--- src/rtl/io_uart_bridge_if.sv ---
// I/O-bus and UART-side signal bundle for io_uart_bridge.
// master: processor/UART environment; slave: the bridge.
interface io_uart_bridge_if;
  logic [7:0] IO_port_ID;
  logic       IO_write_strobe;
  logic [7:0] IO_write_data;
  logic       IO_read_strobe;
  logic [7:0] IO_read_data;
  logic [7:0] tx_data_in;
  logic       write_tx_data;
  logic       tx_buffer_full;
  logic [7:0] rx_data_out;
  logic       rx_data_present;
  logic       read_rx_data_ack;
  logic       tx_overflow;

  modport master (
    output IO_port_ID, IO_write_strobe,
    output IO_write_data, IO_read_strobe,
    output tx_buffer_full, rx_data_out,
    output rx_data_present,
    input  IO_read_data, tx_data_in,
    input  write_tx_data, read_rx_data_ack,
    input  tx_overflow
  );

  modport slave (
    input  IO_port_ID, IO_write_strobe,
    input  IO_write_data, IO_read_strobe,
    input  tx_buffer_full, rx_data_out,
    input  rx_data_present,
    output IO_read_data, tx_data_in,
    output write_tx_data, read_rx_data_ack,
    output tx_overflow
  );
endinterface

--- src/rtl/io_uart_bridge.sv ---
// Registered I/O-port bridge: TX FIFO drained into the UART,
// edge-qualified strobes, registered read data.
module io_uart_bridge #(
  parameter int FIFO_AW = 4
) (
  input logic             clk,
  input logic             reset,
  io_uart_bridge_if.slave bus
);
  localparam int DEPTH = 1 << FIFO_AW;
  localparam int CW    = FIFO_AW + 1;

  typedef enum logic [1:0] {
    IDLE,
    SEND,
    WAIT
  } state_e;

  state_e state_q, state_d;

  logic [7:0]         mem_q [DEPTH];
  logic [FIFO_AW-1:0] wptr_q, wptr_d;
  logic [FIFO_AW-1:0] rptr_q, rptr_d;
  logic [CW-1:0]      cnt_q, cnt_d;
  logic               wstb_q, rstb_q;
  logic [7:0]         rdata_q, rdata_d;
  logic [7:0]         txd_q, txd_d;
  logic               wtx_q, wtx_d;
  logic               ack_q, ack_d;
  logic               ovf_q, ovf_d;
  logic               wr_ev, rd_ev;
  logic               full, empty;
  logic               wr_p1, push, drop, pop;

  assign wr_ev = bus.IO_write_strobe & ~wstb_q;
  assign rd_ev = bus.IO_read_strobe & ~rstb_q;
  assign full  = (cnt_q == CW'(DEPTH));
  assign empty = (cnt_q == '0);
  assign wr_p1 = wr_ev && (bus.IO_port_ID == 8'h01);
  // fullness is judged before any same-cycle pop
  assign push  = wr_p1 && !full;
  assign drop  = wr_p1 && full;

  always_comb begin
    state_d = state_q;
    pop     = 1'b0;
    wtx_d   = 1'b0;
    txd_d   = txd_q;
    wptr_d  = wptr_q;
    rptr_d  = rptr_q;
    cnt_d   = cnt_q;
    rdata_d = rdata_q;
    ack_d   = 1'b0;
    ovf_d   = ovf_q;

    unique case (state_q)
      IDLE: begin
        if (!empty && !bus.tx_buffer_full) begin
          state_d = SEND;
          pop     = 1'b1;
          wtx_d   = 1'b1;
          txd_d   = mem_q[rptr_q];
        end
      end
      SEND:    state_d = WAIT;
      WAIT:    state_d = IDLE;
      default: state_d = IDLE;
    endcase

    if (push) wptr_d = wptr_q + FIFO_AW'(1);
    if (pop)  rptr_d = rptr_q + FIFO_AW'(1);
    if (push && !pop)      cnt_d = cnt_q + CW'(1);
    else if (pop && !push) cnt_d = cnt_q - CW'(1);

    if (rd_ev) begin
      case (bus.IO_port_ID)
        8'h01: rdata_d = bus.rx_data_present ?
                         bus.rx_data_out : 8'h00;
        8'h02: rdata_d = {7'b0, bus.rx_data_present};
        8'h03: rdata_d = {7'b0, full};
        8'h04: rdata_d = 8'(cnt_q);
        8'h05: rdata_d = {7'b0, ovf_q};
        default: rdata_d = 8'h00;
      endcase
      ack_d = (bus.IO_port_ID == 8'h01) &&
              bus.rx_data_present;
      if (bus.IO_port_ID == 8'h05) ovf_d = 1'b0;
    end
    // a new drop wins over a same-cycle clear
    if (drop) ovf_d = 1'b1;
  end

  always_ff @(posedge clk or posedge reset) begin
    if (reset) begin
      state_q <= IDLE;
      wptr_q  <= '0;
      rptr_q  <= '0;
      cnt_q   <= '0;
      wstb_q  <= 1'b0;
      rstb_q  <= 1'b0;
      rdata_q <= 8'h00;
      txd_q   <= 8'h00;
      wtx_q   <= 1'b0;
      ack_q   <= 1'b0;
      ovf_q   <= 1'b0;
    end else begin
      state_q <= state_d;
      wptr_q  <= wptr_d;
      rptr_q  <= rptr_d;
      cnt_q   <= cnt_d;
      wstb_q  <= bus.IO_write_strobe;
      rstb_q  <= bus.IO_read_strobe;
      rdata_q <= rdata_d;
      txd_q   <= txd_d;
      wtx_q   <= wtx_d;
      ack_q   <= ack_d;
      ovf_q   <= ovf_d;
    end
  end

  always_ff @(posedge clk) begin
    if (push) mem_q[wptr_q] <= bus.IO_write_data;
  end

  assign bus.IO_read_data     = rdata_q;
  assign bus.tx_data_in       = txd_q;
  assign bus.write_tx_data    = wtx_q;
  assign bus.read_rx_data_ack = ack_q;
  assign bus.tx_overflow      = ovf_q;
endmodule

--- src/flat_wrapper.sv ---
// flat-port wrapper written by rule: the top's interface ports become plain ports
module io_uart_bridge_flat 
#(
  parameter int FIFO_AW = 4
)
  (clk, reset, bus_IO_port_ID, bus_IO_write_strobe, bus_IO_write_data, bus_IO_read_strobe, bus_tx_buffer_full, bus_rx_data_out, bus_rx_data_present, bus_IO_read_data, bus_tx_data_in, bus_write_tx_data, bus_read_rx_data_ack, bus_tx_overflow);
  io_uart_bridge_if bus_i ();
  input logic clk;
  input logic reset;
  input wire logic [$bits(bus_i.IO_port_ID)-1:0] bus_IO_port_ID;
  input wire logic [$bits(bus_i.IO_write_strobe)-1:0] bus_IO_write_strobe;
  input wire logic [$bits(bus_i.IO_write_data)-1:0] bus_IO_write_data;
  input wire logic [$bits(bus_i.IO_read_strobe)-1:0] bus_IO_read_strobe;
  input wire logic [$bits(bus_i.tx_buffer_full)-1:0] bus_tx_buffer_full;
  input wire logic [$bits(bus_i.rx_data_out)-1:0] bus_rx_data_out;
  input wire logic [$bits(bus_i.rx_data_present)-1:0] bus_rx_data_present;
  output wire logic [$bits(bus_i.IO_read_data)-1:0] bus_IO_read_data;
  output wire logic [$bits(bus_i.tx_data_in)-1:0] bus_tx_data_in;
  output wire logic [$bits(bus_i.write_tx_data)-1:0] bus_write_tx_data;
  output wire logic [$bits(bus_i.read_rx_data_ack)-1:0] bus_read_rx_data_ack;
  output wire logic [$bits(bus_i.tx_overflow)-1:0] bus_tx_overflow;
  assign bus_i.IO_port_ID = bus_IO_port_ID;
  assign bus_i.IO_write_strobe = bus_IO_write_strobe;
  assign bus_i.IO_write_data = bus_IO_write_data;
  assign bus_i.IO_read_strobe = bus_IO_read_strobe;
  assign bus_i.tx_buffer_full = bus_tx_buffer_full;
  assign bus_i.rx_data_out = bus_rx_data_out;
  assign bus_i.rx_data_present = bus_rx_data_present;
  assign bus_IO_read_data = bus_i.IO_read_data;
  assign bus_tx_data_in = bus_i.tx_data_in;
  assign bus_write_tx_data = bus_i.write_tx_data;
  assign bus_read_rx_data_ack = bus_i.read_rx_data_ack;
  assign bus_tx_overflow = bus_i.tx_overflow;
  io_uart_bridge #(.FIFO_AW(FIFO_AW)) u_core (.clk(clk), .reset(reset), .bus(bus_i));
endmodule
--- config.mk ---
export PLATFORM = sky130hd
export DESIGN_NAME = io_uart_bridge_flat
export DESIGN_NICKNAME = d
export VERILOG_FILES = /design/src/rtl/io_uart_bridge_if.sv /design/src/rtl/io_uart_bridge.sv /design/src/flat_wrapper.sv
export SDC_FILE = /design/constraint.sdc
export NUM_CORES = 1
export LEC_CHECK = 0
export CORE_ASPECT_RATIO = 0.8
export CORE_UTILIZATION = 41
export DETAILED_ROUTE_END_ITERATION = 16
export HOLD_SLACK_MARGIN = 0.08
export PLACE_DENSITY = 0.58
export SYNTH_ARGS = -nofsm -noshare
export SYNTH_HDL_FRONTEND = slang
export SYNTH_SLANG_ARGS = --single-unit
--- constraint.sdc ---
create_clock -name clk -period 7.3 [get_ports clk]
set_clock_uncertainty 0.15 [all_clocks]
set_input_delay 0.73 -clock clk [delete_from_list [all_inputs] [get_ports clk]]
set_output_delay 0.73 -clock clk [all_outputs]
set_load 0.02 [all_outputs]
==> run metrics, run 1 <==
status completed; dpl cell area 7385 um^2; Pwr Total 2726 uW; Avg WL per Cell 20.36 um; CTS Buf Count 17; Fmax about 280 MHz; CP Data Arrival Time 3.82 ns; grt total ovfl 0; final non-filler cell total 643; Via density 5.236; ANT cells 0; core box area between 15000 and 20000 um^2; hpwl dp just over 8 mm; initial DRC count 215; Root Buffer clkbuf_16; worst vdd rail ir drop 165.3 uV; H-Tree Depth 4; Final Hold Vio Count 0; FP Rows 41; DR DRC count 0; full die area between 15000 and 20000 um^2; I/O pin total 49; CP Data Required Time 7.49 ns; Die Span X between 100 and 150 um; metal3 WL around 570 um; Final Max Slew Viols 0; Post-Syn Area between 6000 and 7000 um^2; Resize count post-CTS 0; layout cells sized above 1 17.29%; crit path time final 3.624 ns; Cells after Synth 360; DRT met1 WL 6.439 mm; Least-Margin Pin Slew 1.062 ns; Syn Nets 400; ANT nets after route 0; register area share after synthesis 70.76%; Max Fanout on Critical Path 21; multi-input combinational cell area 1814 um^2; vias post-DR roughly 3400; P per Cell Area 340.7 nW/um^2; cts hold-fix bufs 0; register area about 4700 um^2; Max Used Layer met4; Final GP Congestion around 0.77; unrepaired setup endpoints after global routing no; max cap viols 0; CTS tree done; Placed Instances 611; Final Setup Violations 0; endpoint class of the critical path flop; first-pass GRT wire length 20.53 mm; Nets 455; Hold Crit Class flop to flop; worst-skew pair later-pin latency 0.43 ns; TritonCTS Sinks 164; design area 8001 um^2; Tot GR Track Use 17.05%; Die Ht 116.4 um; period utilization 49.65%; FF+latch count, synth 164; CTS clk-pin slew, worst paths 0.06 ns; router iterations before antenna repair 4; syn avg cell area 18.63 um^2; Static Leak 0.002802 uW; PortBufs 48; final wirelength 13.09 mm; startpoint types flop; dominant synthesized flop cell edfxtp_1; Distinct cells, synth 44; vias in the first global route approximately 3500; Clock Path Buffers 2; Starting Density 42.30%; P&R area growth vs syn 19.33%; Post-synth EDFFs 128; Slew headroom a little under 30%; setup TNS 0 ns; Synth Warn # 0; initial antenna violation count 0; DR WL met2 5.952 mm; postcts setup bufs 0; largest net degree at the start of global routing 37; # fillers approximately 1300; Post-synth ARST share 21.95%; critical path class flop to flop
flip-flops by register name (all words and copies together) (netlist names):
name	cells
u_core.mem_q	128
u_core.wptr_q	4
u_core.bus.tx_overflow	1
u_core.wstb_q	1
u_core.rptr_q	4
u_core.state_q	2
u_core.rstb_q	1
u_core.bus.write_tx_data	1
u_core.bus.read_rx_data_ack	1
u_core.bus.IO_read_data	8
u_core.bus.tx_data_in	8
u_core.cnt_q	5
cells in the mapped netlist, types with 6 or more instances:
library cell  number  area [um^2]
mux2i_1           15        150.1
buf_2              6        30.03
nor2b_1            6        37.54
ha_1               9        112.6
dfrtp_1           36        900.9
xnor2_1            9        78.83
mux2_2             9        101.4
inv_1              8        30.03
nor2_1            14        52.55
o21ai_0            9        45.04
mux4_1             8        210.2
mux4_2            24        540.5
nand2_1           16        60.06
edfxtp_1         128         3844
through the flow:
step           utilization (%)  setup WS, ns  hold WS, ns
2_1_floorplan                -         4.096       0.2540
3_3_place_gp             46.59         3.444       0.2670
3_5_place_dp             46.59         3.345       0.2738
4_1_cts                  50.48         3.652       0.2817
5_1_grt                  50.48         3.327       0.3160
6_report                 50.48         3.676       0.2795
layer usage:
| metal | GRT usage [%] | up-vias |
|---|---|---|
| met1 | 24.25 | 1740 |
| met4 | 7.376 | 0 |
| met5 | 0 | - |
| li1 | - | 1538 |
| met3 | 4.297 | 11 |
| met2 | 25.06 | 78 |
logic make-up after synthesis:
| family | synth area share, % |
|---|---|
| AO/OA/AOI/OAI | 3.396 |
| AND/OR/NAND/NOR | 5.281 |
| buffers and inverters | 2.333 |
| XOR/XNOR | 1.306 |
| multiplexers | 14.95 |
| adder cells (fa/ha/maj) | 1.978 |
| flip-flops | 70.76 |
final cells by class:
type	count	share of cell area, %
flip-flops and latches	164	59.31
inverters	8	0.3753
clock buffers	19	5.410
multi-input cells	170	22.67
well taps	215	3.362
repair buffers	54	6.568
clock inverters	13	2.299
where the power goes:
| group | internal (uW) | total [uW] | switching (uW) |
|---|---|---|---|
| Clock | 571 | 927 | 356 |
| Combinational | 347 | 678 | 331 |
| Sequential | 1060 | 1120 | 57.5 |
| Total | 1980 | 2730 | 744 |
worst max-delay path, stage by stage, from the launching register on:
cell and delay [ns]:
dfrtp_1 0.45, nor4_1 0.65, a2111o_1 0.72, ha_1 0.28, inv_1 0.12, fa_1 0.47, a21o_1 0.17, a21oi_1 0.16
mux2i_1 0.23, xnor2_1 0.14
placed cells by master, fill, tap and decap left out, types with 5 or more instances in the layout:
master | synthesis | layout
clkdlybuf4s50_1 | 0 | 48
mux2_2 | 9 | 9
mux4_1 | 8 | 8
nand3_1 | 5 | 5
dfrtp_1 | 36 | 35
edfxtp_1 | 128 | 128
mux2i_1 | 15 | 15
nand2_1 | 16 | 16
nor2b_1 | 6 | 6
inv_1 | 8 | 8
nor2_1 | 14 | 14
o21ai_0 | 9 | 9
xnor2_1 | 9 | 9
clkbuf_16 | 0 | 17
mux4_2 | 24 | 24
buf_4 | 3 | 6
a22o_1 | 5 | 5
ha_1 | 9 | 9
final timing paths:
kind                                            end  slack [ns]              start  depth (start not counted)
min                               u_core.state_q[1]        0.28  u_core.state_q[1]                          1
max                                 u_core.cnt_q[4]        3.68    u_core.cnt_q[0]                          9
max in group asynchronous          u_core.rptr_q[0]        6.08              reset                          3
min in group asynchronous  u_core.bus.write_tx_data        0.57              reset                          3
max reg2reg                         u_core.cnt_q[4]        3.68    u_core.cnt_q[0]                          9
min reg2reg                       u_core.state_q[1]        0.28  u_core.state_q[1]                          1
(Power assumes the default switching activity.)
==> run 2, diff against run 1 <==
--- a/config.mk
+++ b/config.mk
@@ -9,7 +9,7 @@
 export CORE_UTILIZATION = 41
 export DETAILED_ROUTE_END_ITERATION = 16
 export HOLD_SLACK_MARGIN = 0.08
-export PLACE_DENSITY = 0.58
+export PLACE_DENSITY = 0.6
 export SYNTH_ARGS = -nofsm -noshare
 export SYNTH_HDL_FRONTEND = slang
 export SYNTH_SLANG_ARGS = --single-unit
==> constraint.sdc (replaced) <==
create_clock -name clk -period 3.12 [get_ports clk]
set_clock_uncertainty 0.15 [all_clocks]
set_input_delay 0.312 -clock clk [delete_from_list [all_inputs] [get_ports clk]]
set_output_delay 0.312 -clock clk [all_outputs]
set_load 0.02 [all_outputs]
==> run 2 against run 1 <==
Effect of this change:
- sequential share of layout area down 1.2 points
- global-route usage up 0.24 points
- core utilization rose by 1.0 points
- maximum frequency is 30% higher
- largest power group unchanged
- clock power increased by 120%
- hold slack lost 0.17 ns
- setup slack worse by 3.3 ns
- routed wire length increased by 0.92%
- critical path depth rose by 3
- critical endpoint unchanged
==> run metrics, run 2 (synthesis results as in run 1) <==
Starting Density 42.30%; R2R depth 12; cts hold-fix bufs 0; crit path time final 2.779 ns; Final Setup Violations 0; Worst R2R Setup Slack 0.34 ns; period utilization 89.07%; Slew headroom ~52%; CP Data Required Time approximately 3.3 ns; grt total ovfl 0; initial DRC count between 200 and 250; DR DRC count 0; P&R area growth vs syn 21.76%; CTS Buf Count 17; Max Fanout on Critical Path 6; ANT cells 0; ANT nets after route 0; setup ws final 0.3411 ns; commonest cells after routing, fill and taps aside edfxtp_1 (128), clkdlybuf4s50_1 (48), dfrtp_1 (35); P per Cell Area about 770 nW/um^2; max cap viols 0; most common cell after layout, fill and taps aside edfxtp_1; vias in the first global route 3493; Least-Margin Pin Slew 0.7256 ns; postcts setup bufs 0; FP Rows 41; Tot GR Track Use 17.28%; unrepaired setup endpoints after global routing no; Worst Setup SP u_core.cnt_q[0]; worst reg2reg path endpoint u_core.cnt_q[4]; Static Leak 0.002910 uW; max reg flops 128; H-Tree Depth 4; endpoint class of the critical path flop; Fmax 359.9 MHz; Die Ht about 120 um; status completed; Root Buffer clkbuf_16; PortBufs 48; hpwl dp around 8.6 mm; Nets 481; worst-skew pair later-pin latency between 0.4 and 0.5 ns; Hold Crit Class primary input to async pin; reg-to-reg critical path startpoint u_core.cnt_q[0]; TritonCTS Sinks 164; first-pass GRT wire length between 20 and 25 mm; Die Span X 145.0 um; critical path class flop to flop; Setup Slack @ Placement -0.08803 ns; Final Max Slew Viols 0; most flop-heavy register u_core.mem_q; Placed Instances roughly 640; Resize count post-CTS 0; startpoint types flop; initial antenna violation count 0; CP Data Arrival Time 2.97 ns; largest net degree at the start of global routing 28; final non-filler cell total 669; vias post-DR approximately 3500; CTS clk-pin slew, worst paths 0.06 ns; Via density between 5 and 6; router iterations before antenna repair 4; Avg WL per Cell 19.75 um; CTS tree done; core box area 15850 um^2; worst vdd rail ir drop 402.4 uV; Final GP Congestion 0.7532; Final Hold Vio Count 0; full die area 16870 um^2; Clock Path Buffers 2; layout cells sized above 1 around 22%; I/O pin total 49; final wirelength 13.22 mm
## run 2: cell count changes in the layout (fill, tap and decap cells not counted)
cell        delta
clkbuf_1       -2
inv_6          +2
bufinv_16      -2
buf_4         +25
nor3_1         +2
nor3_2         -2
clkinvlp_4     +2
buf_12         +1
## run 2: worst max path at each step
stage | cells past startpoint | endpoint | slack [ns]
floorplan | 10 | u_core.cnt_q[4] | 0.21
global placement | 12 | u_core.cnt_q[4] | -0.06
detailed placement | 12 | u_core.cnt_q[4] | -0.09
CTS | 11 | u_core.cnt_q[4] | 0.32
global route | 12 | u_core.cnt_q[4] | 0.15
finish | 12 | u_core.cnt_q[4] | 0.34
## run 2: metrics by stage
step	TNS (ns)	area, um^2	total power [uW]	hold WS [ns]	util (%)
after global routing	0	8164	6627	0.1615	51.50
after floorplan	0	6705	3863	0.1934	-
after detailed placement	-0.08803	7582	4344	0.2749	47.83
after global placement	-0.05894	7582	4323	0.2682	47.83
after CTS	0	8164	6402	0.1254	51.50
final	0	8164	6309	0.1107	51.50
## run 2: power breakdown
group,leakage [uW],switching (uW),internal (uW)
sequential,0.00161,242,2490
combinational,0.00102,681,864
clock,0.000273,856,1180
## run 2: worst max-delay path: stages, from the launching register on
cell and delay (ns):
dfrtp_1 0.45, nor4_1 0.28, buf_4 0.17, nand2_1 0.15, nand2_1 0.13, inv_1 0.05, ha_1 0.20, inv_1 0.13
ha_1 0.28, a21o_1 0.18, a21oi_1 0.16, mux2i_1 0.23, xnor2_1 0.13
## run 2: per-layer routing
layer | track usage (%) | wire length [um] | vias to the layer above
met1 | 23.92 | 5907 | 1743
met3 | 5.117 | 1083 | 4
li1 | - | - | 1592
met5 | 0 | 0 | -
met4 | 5.532 | 29 | 0
met2 | 26.47 | 6194 | 111
## run 2: layout make-up
type | instances | area [um^2]
fillers | 1265 | 7687
flip-flops and latches | 164 | 4746
multi-input cells | 170 | 1804
repair buffers | 80 | 733.2
clock buffers | 17 | 425.4
well taps | 215 | 269.0
clock inverters | 15 | 156.4
inverters | 8 | 30.03
